**config.mk**
```make
export PLATFORM = sky130hd
export DESIGN_NAME = write_data
export DESIGN_NICKNAME = d
export VERILOG_FILES = /design/src/rtl/write_data_pkg.sv /design/src/rtl/write_data_byte_lane.sv /design/src/rtl/write_data.sv
export SDC_FILE = /design/constraint.sdc
export NUM_CORES = 1
export LEC_CHECK = 0
export BUFFER_PORTS_ARGS = -buffer_cell sky130_fd_sc_hd__buf_2
export CAP_MARGIN = 20
export CORE_AREA = 5 5 69 71
export CTS_CLUSTER_DIAMETER = 200
export CTS_CLUSTER_SIZE = 24
export DETAILED_ROUTE_END_ITERATION = 16
export DIE_AREA = 0 0 74 76
export GPL_TIMING_DRIVEN = 0
export PLACE_DENSITY = 0.74
export RECOVER_POWER = 50
export SYNTH_ARGS = -nofsm -noshare
export SYNTH_HDL_FRONTEND = slang
export SYNTH_HIERARCHICAL = 1
export SYNTH_SLANG_ARGS = --single-unit
```
**constraint.sdc**
```tcl
create_clock -name ACLK -period 0.95 [get_ports ACLK]
set_clock_uncertainty 0.2 [all_clocks]
set_input_delay 0.1425 -clock ACLK [delete_from_list [all_inputs] [get_ports ACLK]]
set_output_delay 0.1425 -clock ACLK [all_outputs]
set_load 0.005 [all_outputs]
```
**src/rtl/write_data_pkg.sv**
```systemverilog
`default_nettype none
// ============================================================================
// Module   : write_data_pkg
// Brief    : Shared constants and helpers for the byte-merging write-data path.
// Revision : 1.0 - initial release
// ============================================================================
package write_data_pkg;

    localparam int          c_DATA_WIDTH = 32;
    localparam int          c_BYTE_WIDTH = 8;
    localparam logic [7:0]  c_LANE_RESET = 8'h00;

    // One strobe per byte of the data bus.
    function automatic int strb_width(input int data_width);
        return data_width / c_BYTE_WIDTH;
    endfunction

endpackage
`default_nettype wire

```
**src/rtl/write_data_byte_lane.sv**
```systemverilog
`default_nettype none
// ============================================================================
// Module   : wdata_byte_lane
// Brief    : Single 8-bit data lane; loads on enable, holds otherwise.
// Revision : 1.0 - initial release
// ============================================================================
module wdata_byte_lane
    import write_data_pkg::*;
(
    input  logic       clk,
    input  logic       rst,
    input  logic       i_en,
    input  logic [7:0] i_data,
    output logic [7:0] o_data
);

    logic [7:0] r_data;

    // An unknown enable falls into the hold branch, so X handshakes never corrupt the lane.
    always_ff @(posedge clk or posedge rst) begin
        if (rst) begin
            r_data <= c_LANE_RESET;
        end else if (i_en) begin
            r_data <= i_data;
        end
    end

    assign o_data = r_data;

endmodule
`default_nettype wire

```
**src/rtl/write_data.sv**
```systemverilog
`default_nettype none
// ============================================================================
// Module   : write_data
// Brief    : Registered write-data word with per-byte strobe merging.
// Revision : 1.0 - initial release
// ============================================================================
module write_data
    import write_data_pkg::*;
#(
    parameter int DATA_WIDTH = c_DATA_WIDTH,
    parameter int STRB_WIDTH = strb_width(DATA_WIDTH)
) (
    input  logic                  ACLK,
    input  logic                  ARESETn,
    input  logic                  WVALID,
    input  logic                  WREADY,
    input  logic [DATA_WIDTH-1:0] i_WDATA,
    output logic [DATA_WIDTH-1:0] o_WDATA,
    input  logic [STRB_WIDTH-1:0] WSTRB
);

    logic w_xfer;

    // ARESETn is active-high despite its name.
    assign w_xfer = WVALID & WREADY;

    generate
        if ((DATA_WIDTH % c_BYTE_WIDTH) != 0) begin : g_bad_data_width
            $error("write_data: DATA_WIDTH (%0d) must be a multiple of 8", DATA_WIDTH);
        end
        if (STRB_WIDTH != strb_width(DATA_WIDTH)) begin : g_bad_strb_width
            $error("write_data: STRB_WIDTH (%0d) must equal DATA_WIDTH/8", STRB_WIDTH);
        end
    endgenerate

    generate
        for (genvar i = 0; i < STRB_WIDTH; i++) begin : g_lane
            wdata_byte_lane u_lane (
                .clk    (ACLK),
                .rst    (ARESETn),
                .i_en   (w_xfer & WSTRB[i]),
                .i_data (i_WDATA[i*c_BYTE_WIDTH +: c_BYTE_WIDTH]),
                .o_data (o_WDATA[i*c_BYTE_WIDTH +: c_BYTE_WIDTH])
            );
        end
    endgenerate

endmodule
`default_nettype wire

```
==> results.md, run 1 <==
* Period utilization at 120%
* Cell count after synthesis at 76
* First-pass iteration count of the detailed router at 2
* Final Power at 3.83 mW
* Min-delay worst type: in -> reg
* Internal at 2.92 mW
* Sw Ratio at 23.8%
* Clk_lat worst skew at 270 ps
* RSZ-0062 raised after global routing: yes
* Mapped Area at 0.00137 mm²
* Buffers & Inverters on Critical Path at 1
* DR vias at 944
* Highest-delay cell along the critical path: dfrtp_1
* Most frequent cells in the layout: buf_2 (70), mux2_4 (32), dfrtp_1 (32)
* Top achievable clock speed at 878 MHz
* Net load switching power at 0.912 mW
* Crit path arrival time at 800 ps
* Syn_area_per_cell at 18.0 µm²
* Placement Setup Slack at -283 ps
* Die footprint at 0.00562 mm²
* Synth cell types at 5
* Seq/Total Area, Yosys at 58.6%
* Sequential power share at 46.2%
* Final WL at 2.98 mm
* Critical-path cell list: buf_2
* Routed length per instance at 13.3 µm
* Cell taking the most area after synthesis: dfrtp_1
* Non-Filler Instances at 224
* Final Hold Vio Count at 32
* Maximum root-to-sink buffer count at 2
* Layout cell share with drive strength beyond 1 at 77.9%
* CP top delay family: flip-flops
* Clk pwr share at 24.3%
* Max Cap Viol at 0
* Top post-synthesis cells by area: dfrtp_1 (59%), mux2_4 (35%), buf_6 (3.3%)
* Initial Util at 32.7%
* Final setup vio count at 61
* Buffers on Ports at 71
* Max reg flops at 32
* Share of the synthesized area in the top cell type at 58.6%
* Startpoint Class: flip-flop
* Vias in the first global route at 1028
* Syn. warnings at 6
* Net count after synthesis at 116
* Worst setup margin at -189 ps
* Die Wd at 74 µm
* Minimum hold slack at -103 ps
* Detail Route Antenna Nets at 0
* Combinational Power Share at 29.5%
* Largest net degree at the start of global routing at 10
* TritonCTS buffer count at 5
* Die Ht at 76 µm
* GP Congestion at 0.671
* Setup CP Type: reg -> out
* Slew @ Worst Pin at 321 ps
* I/O pin total at 72
* Critical path's largest stage delay at 390 ps
* Power Density at 1850 mW/mm²
* Rel. slew slack at 78.6%
* Final instance area at 0.00208 mm²
* Violations in the final reports: hold timing, setup timing
* Commonest non-fill, non-tap cell in the layout: buf_2
* Endpoint class of the critical path: output pin
* Initial antenna violation count at 0
* Max IR drop VDD at 0.000724 V
* WP data required at 610 ps
* Core ar. at 0.00417 mm²
* Tmin final at 1140 ps
* DRC errors left at 0
* Cell Area, Placed at 0.00182 mm²
* Count of nets after finishing at 212
* P_leak at 1.09 nW
* Crit path max fanout at 2
* Setup TNS at -7660 ps
* Drt initial violations at 18
* Clk slew on worst S/H paths at 60 ps
* Root buffer cell: clkbuf_8
* Max Slew Vio Count at 0
* Status: finished, violations left
* Total track usage at 11.0%
* Gr ovfl total at 0
* First-pass GRT wire length at 4.69 mm
* Fin util at 49.8%
* CTS Sinks at 32
* Via/cell ratio at 4.21
* Dpl cells at 199
* Antenna cell count at 0
* Area Overhead vs Synth at 52.0%
* CTS tree: yes
* Row count at 24
* CTS Hold Buffers Added at 1
* #FFs+latches synth at 32
* H-tree levels at 2
* DP Wirelength at 2.29 mm
power by group through the flow:
stage,Clock (mW),Combinational [mW],Sequential (mW)
floorplan,0,0.458,1.80
global placement,0,0.871,1.78
detailed placement,0,0.896,1.78
CTS,0.979,1.08,1.76
global route,1.03,1.22,1.80
finish,0.933,1.13,1.77
final cells by class:
| class | instances | area, µm² |
|---|---|---|
| buffer | 4 | 60.1 |
| clock buffer | 6 | 72.6 |
| clock inverter | 1 | 5.00 |
| fill | 376 | 2100 |
| inverter | 4 | 18.8 |
| multi-input combinational | 36 | 526 |
| sequential | 32 | 801 |
| tap | 52 | 65.1 |
| timing repair buffer | 89 | 529 |
path summary, 6_finish.rpt:
| kind | startpoint | to | slack [ps] | cells past startpoint |
|---|---|---|---|---|
| worst max-delay path | g_lane[1].u_lane/o_data[0] | o_WDATA[8] | -190 | 1 |
| worst min-delay path | i_WDATA[16] | g_lane[2].u_lane/o_data[0] | -100 | 2 |
| worst max register to register | g_lane[2].u_lane/o_data[2] | g_lane[2].u_lane/o_data[2] | -140 | 2 |
| worst min register to register | g_lane[0].u_lane/o_data[1] | g_lane[0].u_lane/o_data[1] | 300 | 1 |
| max in group asynchronous | ARESETn | g_lane[2].u_lane/o_data[2] | 60 | 3 |
| min in group asynchronous | ARESETn | g_lane[0].u_lane/o_data[4] | 210 | 3 |
kinds of logic (layout without fill, tap and decap cells):
family	count (synthesis)	in the layout	share of synthesized area, %
buffers and inverters	8	104	4.40
and+or+nand+nor	4	4	1.83
DFF	32	32	58.6
muxes	32	32	35.2
routing by layer:
layer	up-vias	share of wire (%)	track usage, %
met4	0	1.8	3.80
met2	48	45	16.4
met1	438	44	14.3
met3	6	9.1	4.35
met5	-	0	0
li1	452	-	-
timing repair:
action | in CTS | in global routing
setup buffers | 13 | 4
gates resized for setup | 5 | 6
setup endpoints to repair | 62 | 72
cloned | 0 | 0
endpoints found under the hold margin | 64 | 32
cells in the mapped netlist:
library cell / n
buf_6: 4
and3_1: 4
mux2_4: 32
dfrtp_1: 32
inv_1: 4
Note: power is estimated with default switching activity, not from simulation.
==> run 2: changes to the inputs <==
--- a/config.mk
+++ b/config.mk
@@ -5,15 +5,16 @@
 export SDC_FILE = /design/constraint.sdc
 export NUM_CORES = 1
 export LEC_CHECK = 0
+export ABC_AREA = 1
 export BUFFER_PORTS_ARGS = -buffer_cell sky130_fd_sc_hd__buf_2
 export CAP_MARGIN = 20
-export CORE_AREA = 5 5 69 71
+export CORE_AREA = 5 5 67 69
 export CTS_CLUSTER_DIAMETER = 200
 export CTS_CLUSTER_SIZE = 24
 export DETAILED_ROUTE_END_ITERATION = 16
-export DIE_AREA = 0 0 74 76
+export DIE_AREA = 0 0 72 74
 export GPL_TIMING_DRIVEN = 0
-export PLACE_DENSITY = 0.74
+export PLACE_DENSITY = 0.75
 export RECOVER_POWER = 50
 export SYNTH_ARGS = -nofsm -noshare
 export SYNTH_HDL_FRONTEND = slang
==> run 2 against run 1 <==
Net effect:
- the flow finishes with violations (setup timing)
- non-clock buffer count up 21
- combinational power is 24% lower
- sequential share of layout area is 1.6 points lower
- die area down 5.3%
- via count rose by 37%
- maximum frequency down 0.26%
- synthesized area fell by 6.9%
- cell area rose by 4.4%
- sequential cell count did not move
- critical path type unchanged
- largest cell class unchanged
- highest routed layer unchanged
==> results.md, run 2 <==
* Status: finished, violations left
* Violations in the final reports: setup timing
* Initial antenna violation count at 0 (unchanged)
* DR top layer: met4
* Rel. slew slack at 78.7% (about the same)
* Main synth FF type: dfrtp_1
* Setup CP Type: reg -> out
* Met1 WL at 1.42 mm (+7.8%)
* Maximum root-to-sink buffer count at 2 (unchanged)
* Filler cell count in the final layout at 353 (-6.1%)
* Startpoint Class: flip-flop
* Met3 wire len at 260 µm (-4.4%)
* Via/cell ratio at 4.12 (-2.3%)
* Top achievable clock speed at 875 MHz (-0.26%)
* P_leak at 1.29 nW (+18%)
* CTS Sinks at 32 (unchanged)
* CP top delay family: flip-flops
* Count leader, synth: nand2_1
* Area Overhead vs Synth at 70.4%
* #FFs+latches synth at 32 (unchanged)
* Routed length per instance at 11.7 µm (-12%)
* Commonest non-fill, non-tap cell in the layout: nand2_1
* Tmin final at 1140 ps (+2.97 ps)
* Cell taking the most area after synthesis: dfrtp_1
* Share of the synthesized area in the top cell type at 62.9% (+4.3 points)
* Max Slew Vio Count at 0 (unchanged)
* R2R depth at 4 (+2)
* Crit path max fanout at 2 (unchanged)
* Hold path depth at 4 (+2)
* Reg2Reg Setup Slack at -70 ps (+70 ps)
* Reg2Reg Launch Point: g_lane[1].u_lane/o_data[6]
* I/O pin total at 72 (unchanged)
* Syn_area_per_cell at 8.54 µm² (-52%)
* Hold Path End: g_lane[2].u_lane/o_data[3]
* Row count at 23 (-4.2%)
* Minimum hold slack at 64.4 ps (+167 ps)
* Initial Util at 33.0% (+0.26 points)
* Final instance area at 0.00217 mm² (+4.4%)
* Highest-delay cell along the critical path: dfrtp_1
* Slew @ Worst Pin at 320 ps (-0.733 ps)
* Critical-path cell list: buf_2
* Buffers on Ports at 71 (unchanged)
* Die Wd at 72 µm (-2.7%)
* Max Cap Viol at 0 (unchanged)
* Hold path startpoint: i_WDATA[19]
* Final Hold Vio Count at 0 (-100%)
* Syn. warnings at 6 (unchanged)
* Max reg flops at 32 (unchanged)
* Period utilization at 120% (+0.31 points)
* Clk_lat worst skew at 270 ps (about the same)
* Die Ht at 74 µm (-2.6%)
* Final Power at 3.42 mW (-11%)
* Root buffer cell: clkbuf_8
* GP Congestion at 0.663 (-1.1%)
* Drt initial violations at 40 (+22)
* Power Density at 1580 mW/mm² (-14%)
* Die footprint at 0.00533 mm² (-5.3%)
* Net count after synthesis at 189 (+63%)
* Endpoint class of the critical path: output pin
* Worst setup margin at -192 ps (-2.98 ps)
* Layout cell share with drive strength beyond 1 at 39.0% (-39 points)
* Crit path arrival time at 800 ps (about the same)
* Number of flops mapped to enable cells by yosys at 0 (unchanged)
* WP data required at 610 ps (about the same)
* Core ar. at 0.00386 mm² (-7.6%)
* DR vias at 1293 (+37%)
* Gr ovfl total at 0 (unchanged)
* Clk slew on worst S/H paths at 50 ps (about the same)
* TritonCTS buffer count at 5 (unchanged)
* Seq/Total Area, Yosys at 62.9% (+4.3 points)
* Ys async rst share at 100% (unchanged)
* Count of nets after finishing at 306 (+44%)
* First-pass GRT wire length at 5.70 mm (+22%)
* Most frequent cells after synthesis: nand2_1 (96), dfrtp_1 (32), inv_1 (8)
* Met2 wire len at 1.95 mm (+46%)
* Top post-synthesis cells by area: dfrtp_1 (63%), nand2_1 (28%), buf_6 (3.5%)
* Cell Area, Placed at 0.00169 mm² (-7.2%)
* Most frequent cells in the layout: nand2_1 (84), buf_2 (66), dfrtp_1 (32)
* Min-delay worst type: in -> reg
* Detail Route Antenna Nets at 0 (unchanged)
* Final WL at 3.68 mm (+23%)
* Critical path startpoint: g_lane[3].u_lane/o_data[2]
* R2r endpoint: g_lane[1].u_lane/o_data[6]
* Max IR drop VDD at 0.00107 V (+47%)
* Antenna cell count at 0 (unchanged)
* Mapped Area at 0.00127 mm² (-6.9%)
* Vias in the first global route at 1211 (+18%)
* RSZ-0062 raised after global routing: yes
* Final setup vio count at 37 (-39%)
* Largest net degree at the start of global routing at 10 (unchanged)
* Cell count after synthesis at 149 (+96%)
* H-tree levels at 2 (unchanged)
* First-pass iteration count of the detailed router at 6 (+4)
* Synth cell types at 7 (+2)
* DP Wirelength at 2.36 mm (+3.0%)
* CTS tree: yes
* DRC errors left at 0 (unchanged)
* Total track usage at 14.4% (+3.4 points)
* Buffers & Inverters on Critical Path at 1 (unchanged)
* Critical path's largest stage delay at 390 ps (about the same)
-- run 2: cell types whose count changed in the layout (fill, tap and decap cells not counted), sizes merged --
cell	delta
inv	+9
clkinv	-1
nand2	+97
and3	-4
dlymetal6s4s	+3
dlygate4sd3	+29
clkbuf	+1
buf	-13
clkinvlp	-1
mux2	-32
nor2	+4
-- run 2: layout make-up --
class	count	area [µm²]	share of cell area, %
buffer	4	22.5	1.04
inverter	12	45.0	2.08
timing repair buffer	110	757	34.9
sequential	32	801	36.9
clock buffer	5	68.8	3.17
tap	50	62.6	2.89
multi-input combinational	101	412	19.0
-- run 2: logic make-up after synthesis --
logic type    after synthesis  synth area share [%]
buf+inv                    16                  7.08
simple gates              101                  30.0
flops                      32                  62.9
-- run 2: stage by stage --
step / setup WS (ps) / std cells / utilization [%] / TNS (ps)
CTS: -192 / 318 / 56.1 / -5610
floorplan: 55.5 / 149 / - / 0
global route: -234 / 314 / 56.2 / -7040
finish: -192 / 314 / 56.2 / -5410
global placement: -148 / 270 / 43.8 / -4580
detailed placement: -162 / 270 / 43.8 / -4800
-- run 2: how the worst max path moves through the flow --
stage                                 end  depth (start not counted)  slack, ps
3_3_place_gp   g_lane[0].u_lane/o_data[2]                          7       -150
4_1_cts                        o_WDATA[9]                          1       -190
2_1_floorplan  g_lane[0].u_lane/o_data[0]                          6         60
3_5_place_dp   g_lane[3].u_lane/o_data[3]                          7       -160
5_1_grt                       o_WDATA[26]                          1       -230
6_report                      o_WDATA[26]                          1       -190
-- run 2: where the power goes --
| part | total [mW] | switching, mW | internal [mW] |
|---|---|---|---|
| logic | 0.861 | 0.370 | 0.490 |
| clock network | 0.870 | 0.400 | 0.470 |
| registers | 1.69 | 0.113 | 1.58 |
| total | 3.42 | 0.883 | 2.54 |
-- run 2: per-layer routing --
metal | GRT usage (%) | up-vias
met1 | 15.1 | 574
met4 | 5.01 | 0
li1 | - | 664
met5 | 0 | -
met3 | 5.54 | 5
met2 | 26.3 | 50
-- run 2: worst reg2reg max path: stages, from the launching register on --
cell	delay [ps]
dfrtp_1	380
buf_4	130
buf_4	120
nand2_2	50
nand2_1	40
-- run 2: what timing repair did --
action / in CTS / in global routing
hold buffers: 33 / 0
endpoints found under the hold margin: 64 / 0
pin swaps: 0 / 10
buffers inserted: 10 / 5
endpoints found under the setup margin: 32 / 47
resized for setup: 0 / 16
==> run 3: changes to the inputs <==
--- a/config.mk
+++ b/config.mk
@@ -8,13 +8,13 @@
 export ABC_AREA = 1
 export BUFFER_PORTS_ARGS = -buffer_cell sky130_fd_sc_hd__buf_2
 export CAP_MARGIN = 20
-export CORE_AREA = 5 5 67 69
-export CTS_CLUSTER_DIAMETER = 200
+export CORE_AREA = 5 5 64 66
+export CTS_CLUSTER_DIAMETER = 30
 export CTS_CLUSTER_SIZE = 24
 export DETAILED_ROUTE_END_ITERATION = 16
-export DIE_AREA = 0 0 72 74
+export DIE_AREA = 0 0 69 71
 export GPL_TIMING_DRIVEN = 0
-export PLACE_DENSITY = 0.75
+export PLACE_DENSITY = 0.81
 export RECOVER_POWER = 50
 export SYNTH_ARGS = -nofsm -noshare
 export SYNTH_HDL_FRONTEND = slang
==> run 3 against run 2 <==
Net effect:
- the run still ends with setup timing left
- worst hold slack about the same
- global-route usage up 1.4 points
- die area down 8.1%
- non-clock buffer count up 11
- critical endpoint is now o_WDATA[13]
==> results.md, run 3 (synthesis results as in run 2) <==
* Startpoint Class: flip-flop
* First-pass iteration count of the detailed router at 4 (-2)
* Final Power at 3.18 mW (-7.2%)
* # resized after CTS at 0 (unchanged)
* H-tree levels at 2 (unchanged)
* RSZ-0062 raised after global routing: yes
* Internal at 2.34 mW (-7.8%)
* Layout cell share with drive strength beyond 1 at 36.7% (-2.3 points)
* Die Wd at 69 µm (-4.2%)
* Status: finished, violations left
* Count of nets after finishing at 317 (+3.6%)
* Routed length per instance at 11.2 µm (-4.1%)
* Sw Ratio at 26.3% (+0.47 points)
* Final WL at 3.63 mm (-1.3%)
* First-pass GRT wire length at 6.09 mm (+6.8%)
* CTS Sinks at 32 (unchanged)
* Tmin final at 1180 ps (+35.8 ps)
* DR vias at 1349 (+4.3%)
* Rel. slew slack at 79.3% (+0.63 points)
* Clk pwr share at 19.4% (-6.0 points)
* Total track usage at 15.8% (+1.4 points)
* DRC errors left at 0 (unchanged)
* Area Overhead vs Synth at 71.5%
* Buffers & Inverters on Critical Path at 1 (unchanged)
* Setup CP Type: reg -> out
* Die footprint at 0.00490 mm² (-8.1%)
* Antenna cell count at 0 (unchanged)
* P_leak at 1.29 nW (+0.57%)
* Drt initial violations at 53 (+33%)
* Violations in the final reports: setup timing
* Initial Util at 36.1% (+3.1 points)
* Min-delay worst type: in -> reg
* Row count at 22 (-4.3%)
* Clk slew on worst S/H paths at 80 ps (+30 ps)
* Worst setup margin at -228 ps (-35.8 ps)
* Vias in the first global route at 1374 (+13%)
* Core ar. at 0.00352 mm² (-8.6%)
* GP Congestion at 0.717 (+8.0%)
* Power Density at 1460 mW/mm² (-7.8%)
* Cell Area, Placed at 0.00169 mm² (-0.15%)
* Detail Route Antenna Nets at 0 (unchanged)
* Top achievable clock speed at 849 MHz (-3.0%)
* Combinational Power Share at 27.6% (+2.5 points)
* WP data required at 610 ps (about the same)
* Most frequent cells in the layout: nand2_1 (96), buf_2 (70), dlygate4sd3_1 (33)
* Critical-path cell list: buf_2
* Largest net degree at the start of global routing at 10 (unchanged)
* Final Hold Vio Count at 0 (unchanged)
* Max reg flops at 32 (unchanged)
* Max Slew Vio Count at 0 (unchanged)
* Period utilization at 124% (+3.8 points)
* Max Cap Viol at 0 (unchanged)
* CTS tree: yes
* Reg2Reg Setup Slack at -90 ps (-20 ps)
* Critical path's largest stage delay at 390 ps (about the same)
* Endpoint class of the critical path: output pin
* Gr ovfl total at 0 (unchanged)
* Final setup vio count at 35 (-5.4%)
* Maximum root-to-sink buffer count at 2 (unchanged)
* Initial antenna violation count at 0 (unchanged)
* TritonCTS buffer count at 5 (unchanged)
* DP Wirelength at 2.32 mm (-2.0%)
* Buffers on Ports at 71 (unchanged)
* Crit path max fanout at 2 (unchanged)
* CP top delay family: flip-flops
* Sequential power share at 53.0% (+3.5 points)
* Via/cell ratio at 4.18 (+1.4%)
* Max IR drop VDD at 0.000711 V (-33%)
* I/O pin total at 72 (unchanged)
* Highest-delay cell along the critical path: dfrtp_1
* Slew @ Worst Pin at 310 ps (-9.46 ps)
* Root buffer cell: clkbuf_4
* Clk_lat worst skew at 310 ps (+40 ps)
* Crit path arrival time at 840 ps (+40 ps)
* Final instance area at 0.00218 mm² (+0.63%)
* Fin util at 61.9% (+5.7 points)
* Commonest non-fill, non-tap cell in the layout: nand2_1
* Net load switching power at 0.834 mW (-5.5%)
* Die Ht at 71 µm (-4.1%)
[run 3: cell types whose count changed in the layout (fill, tap and decap cells not counted), sizes merged]
cell / previous run / this run
dlygate4sd3: 30 / 33
clkbuf: 8 / 6
buf: 78 / 91
dlymetal6s4s: 3 / 0
[run 3: metal layers]
metal	part of all wire (%)	GRT usage, %	routed length (µm)
met3	6.0	5.11	218
met2	55	29.1	1980
met1	38	16.2	1390
met5	0	0	0
met4	1.1	7.16	40
[run 3: worst reg2reg max path: stages (launching register included)]
cell     delay (ps)
dfrtp_1         390
buf_4           130
buf_4           120
nand2_1          60
nand2_1          50
[run 3: power groups by stage]
stage | clock (mW) | combinational [mW] | sequential (mW)
after global routing | 0.739 | 0.974 | 1.71
final | 0.617 | 0.877 | 1.68
after global placement | 0 | 0.597 | 1.70
after floorplan | 0 | 0.232 | 1.73
after detailed placement | 0 | 0.614 | 1.71
after CTS | 0.667 | 0.816 | 1.68
[run 3: through the flow]
stage | hold slack [ps] | std cells | setup slack [ps] | TNS (ps)
floorplan | -242 | 149 | 55.5 | 0
global placement | -55.9 | 268 | -133 | -3960
detailed placement | -53.9 | 268 | -162 | -4560
CTS | 46.1 | 316 | -259 | -7630
global route | 59.1 | 323 | -290 | -9080
finish | 64.5 | 323 | -228 | -6940
[run 3: area by class of cell]
class                   count  area [µm²]
repair buffers            121         812
multi-input cells         101         382
flip-flops and latches     32         801
plain buffers               4        45.0
fillers                   318        1340
well taps                  48        60.1
clock buffers               5        37.5
inverters                  12        45.0
[run 3: what timing repair did]
item | 4_1_cts | 5_1_grt
setup buffers | 10 | 7
setup endpoints to repair | 32 | 35
endpoints found under the hold margin | 64 | 0
hold buffers | 33 | 0
[run 3: path summary, 6_finish.rpt]
check,endpoint,from,cells past startpoint
max,o_WDATA[13],g_lane[1].u_lane/o_data[5],1
min,g_lane[2].u_lane/o_data[4],WSTRB[2],6
max reg2reg,g_lane[1].u_lane/o_data[2],g_lane[1].u_lane/o_data[2],4
min reg2reg,g_lane[2].u_lane/o_data[7],g_lane[2].u_lane/o_data[7],2
max in group asynchronous,g_lane[1].u_lane/o_data[3],ARESETn,3
min in group asynchronous,g_lane[3].u_lane/o_data[2],ARESETn,3
